===== src/rtl/uart_tx_queue_if.sv =====
// uart_tx_queue_if: system-side write port, queue status and transmitter handshake
interface uart_tx_queue_if #(parameter int DEPTH_LOG2 = 4);
  logic                wr;
  logic [7:0]          wdata;
  logic                flush;
  logic                full;
  logic                empty;
  logic [DEPTH_LOG2:0] count;
  logic                overflow;
  logic                tx_send;
  logic [7:0]          tx_data;
  logic                tx_busy;
  modport master (
    output wr, wdata, flush, tx_busy,
    input  full, empty, count, overflow, tx_send, tx_data
  );
  modport slave (
    input  wr, wdata, flush, tx_busy,
    output full, empty, count, overflow, tx_send, tx_data
  );
endinterface


===== src/rtl/uart_tx_queue.sv =====
// uart_tx_queue: byte FIFO feeding a UART transmitter through its send/busy handshake
module uart_tx_queue #(
  parameter int DEPTH_LOG2 = 4
) (
  input logic            ref_clk,
  input logic            reset,
  uart_tx_queue_if.slave bus
);
  localparam int DEPTH = 1 << DEPTH_LOG2;
  typedef enum logic [1:0] {Q_IDLE, Q_REQ, Q_WAIT} state_t;
  state_t                state, state_nx;
  logic [7:0]            mem [DEPTH];
  logic [DEPTH_LOG2-1:0] wptr, rptr;
  logic [DEPTH_LOG2:0]   count;
  logic [7:0]            data;
  logic                  push, pop, ovf, send;
  assign bus.full     = count == (DEPTH_LOG2+1)'(DEPTH);
  assign bus.empty    = count == '0;
  assign bus.count    = count;
  assign bus.overflow = ovf;
  assign bus.tx_send  = send;
  assign bus.tx_data  = data;
  assign push = bus.wr && !bus.full && !bus.flush;
  // state register; async reset drops tx_send immediately
  always_ff @(posedge ref_clk or posedge reset)
    if (reset) state <= Q_IDLE;
    else       state <= state_nx;
  // next state: launch from idle, wait for busy to rise, then to fall
  always_comb begin
    state_nx = (state == Q_IDLE) ? (pop ? Q_REQ : Q_IDLE) :
               (state == Q_REQ)  ? (bus.tx_busy ? Q_WAIT : Q_REQ) :
                                   (bus.tx_busy ? Q_WAIT : Q_IDLE);
  end
  // outputs: send while requesting; pop the head only into an idle transmitter and never on flush
  always_comb begin
    send = state == Q_REQ;
    pop  = state == Q_IDLE && !bus.empty && !bus.tx_busy && !bus.flush;
  end
  // storage array, contents need no reset
  always_ff @(posedge ref_clk)
    if (push) mem[wptr] <= bus.wdata;
  // pointers, occupancy and the dropped-write pulse; flush discards queued bytes only
  always_ff @(posedge ref_clk or posedge reset)
    if (reset) begin
      wptr  <= '0;
      rptr  <= '0;
      count <= '0;
      ovf   <= 1'b0;
    end else if (bus.flush) begin
      rptr  <= wptr;
      count <= '0;
      ovf   <= 1'b0;
    end else begin
      wptr  <= wptr + DEPTH_LOG2'(push);
      rptr  <= rptr + DEPTH_LOG2'(pop);
      count <= count + (DEPTH_LOG2+1)'(push) - (DEPTH_LOG2+1)'(pop);
      ovf   <= bus.wr && bus.full;
    end
  // launched byte register, held until the next launch
  always_ff @(posedge ref_clk or posedge reset)
    if (reset)    data <= 8'h00;
    else if (pop) data <= mem[rptr];
endmodule

===== src/flat_wrapper.sv =====
// flat-port wrapper written by rule: the top's interface ports become plain ports
module uart_tx_queue_flat 
#(
  parameter int DEPTH_LOG2 = 4
)
  (ref_clk, reset, bus_wr, bus_wdata, bus_flush, bus_tx_busy, bus_full, bus_empty, bus_count, bus_overflow, bus_tx_send, bus_tx_data);
  uart_tx_queue_if #(.DEPTH_LOG2(DEPTH_LOG2)) bus_i ();
  input logic ref_clk;
  input logic reset;
  input wire logic [$bits(bus_i.wr)-1:0] bus_wr;
  input wire logic [$bits(bus_i.wdata)-1:0] bus_wdata;
  input wire logic [$bits(bus_i.flush)-1:0] bus_flush;
  input wire logic [$bits(bus_i.tx_busy)-1:0] bus_tx_busy;
  output wire logic [$bits(bus_i.full)-1:0] bus_full;
  output wire logic [$bits(bus_i.empty)-1:0] bus_empty;
  output wire logic [$bits(bus_i.count)-1:0] bus_count;
  output wire logic [$bits(bus_i.overflow)-1:0] bus_overflow;
  output wire logic [$bits(bus_i.tx_send)-1:0] bus_tx_send;
  output wire logic [$bits(bus_i.tx_data)-1:0] bus_tx_data;
  assign bus_i.wr = bus_wr;
  assign bus_i.wdata = bus_wdata;
  assign bus_i.flush = bus_flush;
  assign bus_i.tx_busy = bus_tx_busy;
  assign bus_full = bus_i.full;
  assign bus_empty = bus_i.empty;
  assign bus_count = bus_i.count;
  assign bus_overflow = bus_i.overflow;
  assign bus_tx_send = bus_i.tx_send;
  assign bus_tx_data = bus_i.tx_data;
  uart_tx_queue #(.DEPTH_LOG2(DEPTH_LOG2)) u_core (.ref_clk(ref_clk), .reset(reset), .bus(bus_i));
endmodule

===== config.mk =====
export PLATFORM = sky130hd
export DESIGN_NAME = uart_tx_queue_flat
export DESIGN_NICKNAME = d
export VERILOG_FILES = /design/src/rtl/uart_tx_queue_if.sv /design/src/rtl/uart_tx_queue.sv /design/src/flat_wrapper.sv
export SDC_FILE = /design/constraint.sdc
export NUM_CORES = 1
export LEC_CHECK = 0
export BUFFER_PORTS_ARGS = -buffer_cell sky130_fd_sc_hd__buf_2
export CAP_MARGIN = 20
export CORE_MARGIN = 1
export CORE_UTILIZATION = 53
export CTS_CLUSTER_SIZE = 8
export DETAILED_ROUTE_END_ITERATION = 10
export PLACE_DENSITY = 0.77
export SYNTH_ARGS = -nofsm -noshare
export SYNTH_HDL_FRONTEND = slang
export SYNTH_SLANG_ARGS = --single-unit

===== constraint.sdc =====
create_clock -name ref_clk -period 3.3 [get_ports ref_clk]
set_input_delay 0 -clock ref_clk [delete_from_list [all_inputs] [get_ports ref_clk]]
set_output_delay 0 -clock ref_clk [all_outputs]
set_load 0.1 [all_outputs]

* Word level (Yosys, flattened, before mapping) *
Memories as Yosys holds them, arrays and structs flattened. A register that Yosys moved wholly into a read port is not among the register bits.
Index checks and enable logic that the tools add are counted.

storage, ports and cells
  register bits after elaboration = 16
  latch bits = 0
  RAM bits = 128
  bits in read-only memories = 0
  input port bits = 13
  logic and storage cells = 34
  memories kept = 1

cells by class
  $add $sub $neg = 4
  multiply operators = 0
  div/mod/pow operators = 0
  magnitude comparators = 0
  equal/unequal tests = 2
  shift operators = 0
  mux-type cells = 10
  bitwise logic cells = 0
  reductions and logical operators = 12

memories
  name        words  width  rd ports  clocked after Yosys merged registers in  wr ports  RTL line             source
  u_core.mem  16     8      1         1                                        1         uart_tx_queue.sv:12  logic [7:0] mem [DEPTH];

operator list
  kind                                            number
  adder 4 x 1 -> 4 bit                            2
  2-to-1 mux 2 bit                                4
  logical AND 1 bit                               6
  adder 5 x 1 -> 5 bit                            1
  == test 5 bit (second input constant)           1
  zero test 5 bit                                 1
  2-to-1 mux 5 bit                                1
  subtractor 5 x 1 -> 5 bit                       1
  zero test 1 bit                                 4
  2-to-1 mux 1 bit                                4
  2-to-1 mux 4 bit                                1
  == test 2 x 1 -> 1 bit (second input constant)  1
  zero test 2 bit                                 1

* Logic depth before layout (Yosys ltp) *
  word-level depth = 7
  gate-level depth with buffers = 14

* Least setup slack after synthesis *
No wires, ideal clock.

  path type = register to register
  start point = register u_core.count[3] (netlist: u_core.bus.count[3])
  end point = register u_core.count[4] (netlist: u_core.bus.count[4])
  arrival = 3907 ps
  slack = -740 ps
  cell stages (with the launch flop) = 15
  cell sequence = dfrtp_1 -> inv_1 -> ha_1 -> nor4b_4 -> nor4b_4 -> buf_4 -> ha_1 -> inv_1 -> ha_1 -> inv_1 -> fa_1 -> nor2b_1 -> o21bai_1 -> a21oi_1 -> nor3b_1

on the way
  word-level cells in the longest chain between the ends = 7

RTL lines
  element                          RTL line             source
  start, declared                  uart_tx_queue.sv:14  logic [DEPTH_LOG2:0] count;
  start signal, assigned           uart_tx_queue.sv:56  count <= count + (DEPTH_LOG2+1)'(push) - (DEPTH_LOG2+1)'(pop);
  zero test 5 bit                  uart_tx_queue.sv:18  assign bus.empty = count == '0;
  net bus_empty                    flat_wrapper.sv:15   output wire logic [$bits(bus_i.empty)-1:0] bus_empty;
  zero test 1 bit                  uart_tx_queue.sv:37  pop = state == Q_IDLE && !bus.empty && !bus.tx_busy && !bus.flush;
  logical AND 1 bit (3 in series)  uart_tx_queue.sv:37
  net u_core.pop                   uart_tx_queue.sv:16  logic push, pop, ovf, send;
  subtractor 5 x 1 -> 5 bit        uart_tx_queue.sv:56
  2-to-1 mux 5 bit                 uart_tx_queue.sv:49  end else if (bus.flush) begin

The timed path passes the listed nets, and every way through them passes these cells.
A chain may end at the register's enable or synchronous reset.

* Worst setup path in the final report *
  start point = register u_core.count[3] (netlist: u_core.bus.count[3])
  end point = memory u_core.mem[11][1] (enable)

on the way
  word-level cells in the longest chain between the ends = 6

RTL lines
  element                                 RTL line             source
  == test 5 bit                           uart_tx_queue.sv:17  assign bus.full = count == (DEPTH_LOG2+1)'(DEPTH);
  zero test 1 bit                         uart_tx_queue.sv:23  assign push = bus.wr && !bus.full && !bus.flush;
  logical AND 1 bit (2 in series)         uart_tx_queue.sv:23
  2-to-1 mux 1 bit                        uart_tx_queue.sv:41  if (push) mem[wptr] <= bus.wdata;
  2-to-1 mux 1 bit (implied by the code)  uart_tx_queue.sv:41
  end, declared                           uart_tx_queue.sv:12

Every way passes these cells.

==> metrics <==
Netlist cell types=38; hold depth=1; DR pass1 iterations=4; post-synthesis sequential area ratio=71.76%; n_diodes=0; Die Y=110.1 µm; total power=6702 µW; Area Growth Syn to Fin=17.29%; Pwr per Cell Area=922.5 nW/µm²; drt total wl=11.51 mm; share of cells above drive strength 1=32.12%; met3 Track Usage GR=about 5.3%; hold violation total from the final report=0; fillers=800; flops & latches, synth=152; Die X=110.1 µm; endpoint class of the critical path=register; port bufs=29; pre-CTS WS=approximately 0.73 ns; Skew-Pair Late Insertion Delay=0.41 ns; RSZ-0062 raised after global routing=false; die area=between 10,000 and 15,000 µm²; max_cap viols=0; core box area=11,420 µm²; post-synthesis mux area share=13.23%; Synth top area share=62.06%; clk sink count=around 150; gr ovfl total=0; hpwl dp=7.292 mm; fin crit share=77.52%; antenna violations before repair=0; grt met2 use=33.39%; Placed Area=6528 µm²; cts-stage hold buffer count=11; xor and xnor area share after synthesis=less than 1%; final net count=between 300 and 400; area leader, netlist=edfxtp_1; most common cell after layout, fill and taps aside=edfxtp_1; Worst VDD drop=0.0008538 V; Max clock buf depth=2; H-tree Lvls=4; Post-synth EDFFs=128; met1 GRT Util=30.00%; drt wl/cell=between 20 and 25 µm; GRT busiest layer=met2; most frequent cells in the layout=edfxtp_1, buf_2, mux4_2, nor2_1, dfrtp_1; Layout Skew=slightly below 0.008 ns; final setup vio count=0; Initial Util=54.24%; Post-Synth Adder-Cell Area=between 2 and 2.5%; Post-Syn Instances=324; FFs w/ async S/R, synth=around 16%; first-pass GRT wire length=17.76 mm; post-route cell area=slightly above 7000 µm²; setup slack after layout=0.7419 ns; DR vias/cell=approximately 5.8; GRT Resource Usage Total=21.50%; Reg2Reg Depth=6; clk slew on worst S/H paths=0.06 ns; Avg Synthesized Cell Area=19.12 µm²; Area contributors post-synth=edfxtp_1, mux4_2, dfrtp_1; # DRC=0; Detail Route Antenna Nets=0; Worst EP required=3.34 ns; CTS tree=done; Leakage=approximately 0.0025 µW; synthesized net count=roughly 350; row count=39; Max Freq=0.3909 GHz; status=finished, final reports clean; Slew @ Worst Pin=0.9284 ns; CTS Root Cell=clkbuf_16; Slew headroom=between 30% and 40%; vias in the first global route=between 3k and 4k; Compound-Gate Fraction of Synth Area=3.879%; Worst Hold Class=in -> reg; Routability Congestion=0.7938; Ys Warns=0; # IOs=30; Pins Over Slew Limit=0; DR iter-0 viols=227; crit-path max FO=8; fin crit period=2.558 ns; simple-gate share of the synthesized area=5.434%; main combinational cell family by area after synthesis=multiplexers; Core Util, Final=63.62%; vias after detailed routing=roughly 3k; startpoint types=register; Most used DFF post-synth=edfxtp_1; largest net degree at the start of global routing=34; post-cts resize count=0; critical path class=reg -> reg; total CTS buffers=17; CP arrival=2.60 ns; Post-CTS Setup Bufs=0; Synth Cell Area=6193 µm²
where the power goes:
part	internal (µW)	leakage (µW)	switching (µW)
Combinational	731	0.000773	1440
Sequential	2290	0.00144	223
Clock	1270	0.000302	752
Total	4290	0.00252	2410
synthesized netlist by cell type (5+ instances only):
master / n
a221oi_2: 8
dfrtp_1: 24
edfxtp_1: 128
ha_1: 10
inv_1: 13
mux2i_1: 8
mux4_1: 5
mux4_2: 27
nand2_1: 5
nand2b_1: 5
nor2_1: 24
o21ai_0: 6
o22ai_1: 8
sequential cells by signal, indices dropped and copies added (netlist names):
signal	count
u_core.mem	128
u_core.bus.tx_data	8
u_core.bus.count	5
u_core.rptr	4
u_core.wptr	4
u_core.state	2
u_core.bus.overflow	1
worst max-delay path: stages (launching register included):
cell	delay [ns]
dfrtp_4	0.42
inv_2	0.05
ha_2	0.19
and4bb_2	0.26
nor2_1	0.41
nand3_1	0.23
nor2_1	0.63
logic make-up after synthesis:
family / after synthesis
flip-flops: 152
AND/OR/NAND/NOR: 57
multiplexers: 40
buffers and inverters: 30
AO/OA/AOI/OAI: 28
adder cells (fa/ha/maj): 11
XOR/XNOR: 6
cell type report:
| type | count | area, µm² | area share (%) |
|---|---|---|---|
| timing repair buffer | 47 | 320.3 | 4.409 |
| clock inverter | 14 | 197.7 | 2.721 |
| sequential | 152 | 4457 | 61.35 |
| tap | 143 | 178.9 | 2.463 |
| inverter | 13 | 48.80 | 0.6717 |
| clock buffer | 18 | 429.2 | 5.908 |
| multi-input combinational | 142 | 1633 | 22.48 |
worst paths after layout:
check	end	from	slack, ns
max	u_core.mem[11][1]$_DFFE_PP_	u_core.bus.count[3]$_DFF_PP0_	0.74
min	u_core.mem[12][5]$_DFFE_PP_	bus_wdata[5]	0.01
max reg2reg	u_core.mem[11][1]$_DFFE_PP_	u_core.bus.count[3]$_DFF_PP0_	0.74
min reg2reg	u_core.state[1]$_DFF_PP0_	u_core.state[1]$_DFF_PP0_	0.52
max in group asynchronous	u_core.bus.count[2]$_DFF_PP0_	reset	2.29
min in group asynchronous	u_core.bus.tx_data[4]$_DFFE_PP0P_	reset	0.34
through the flow:
stage | TNS [ns] | std cells | hold slack (ns)
after floorplan | -1.050 | 324 | 0.01445
after global placement | 0 | 486 | 0.2263
after detailed placement | 0 | 486 | 0.2361
after CTS | 0 | 529 | 0.0009102
after global routing | 0 | 529 | 0.01106
final | 0 | 529 | 0.01303
metal layers:
metal	share of wire [%]	vias to the layer above
li1	-	1389
met1	46	1596
met2	48	83
met3	4.8	13
met4	1.3	0
met5	0	-
(Power assumes the default switching activity.)
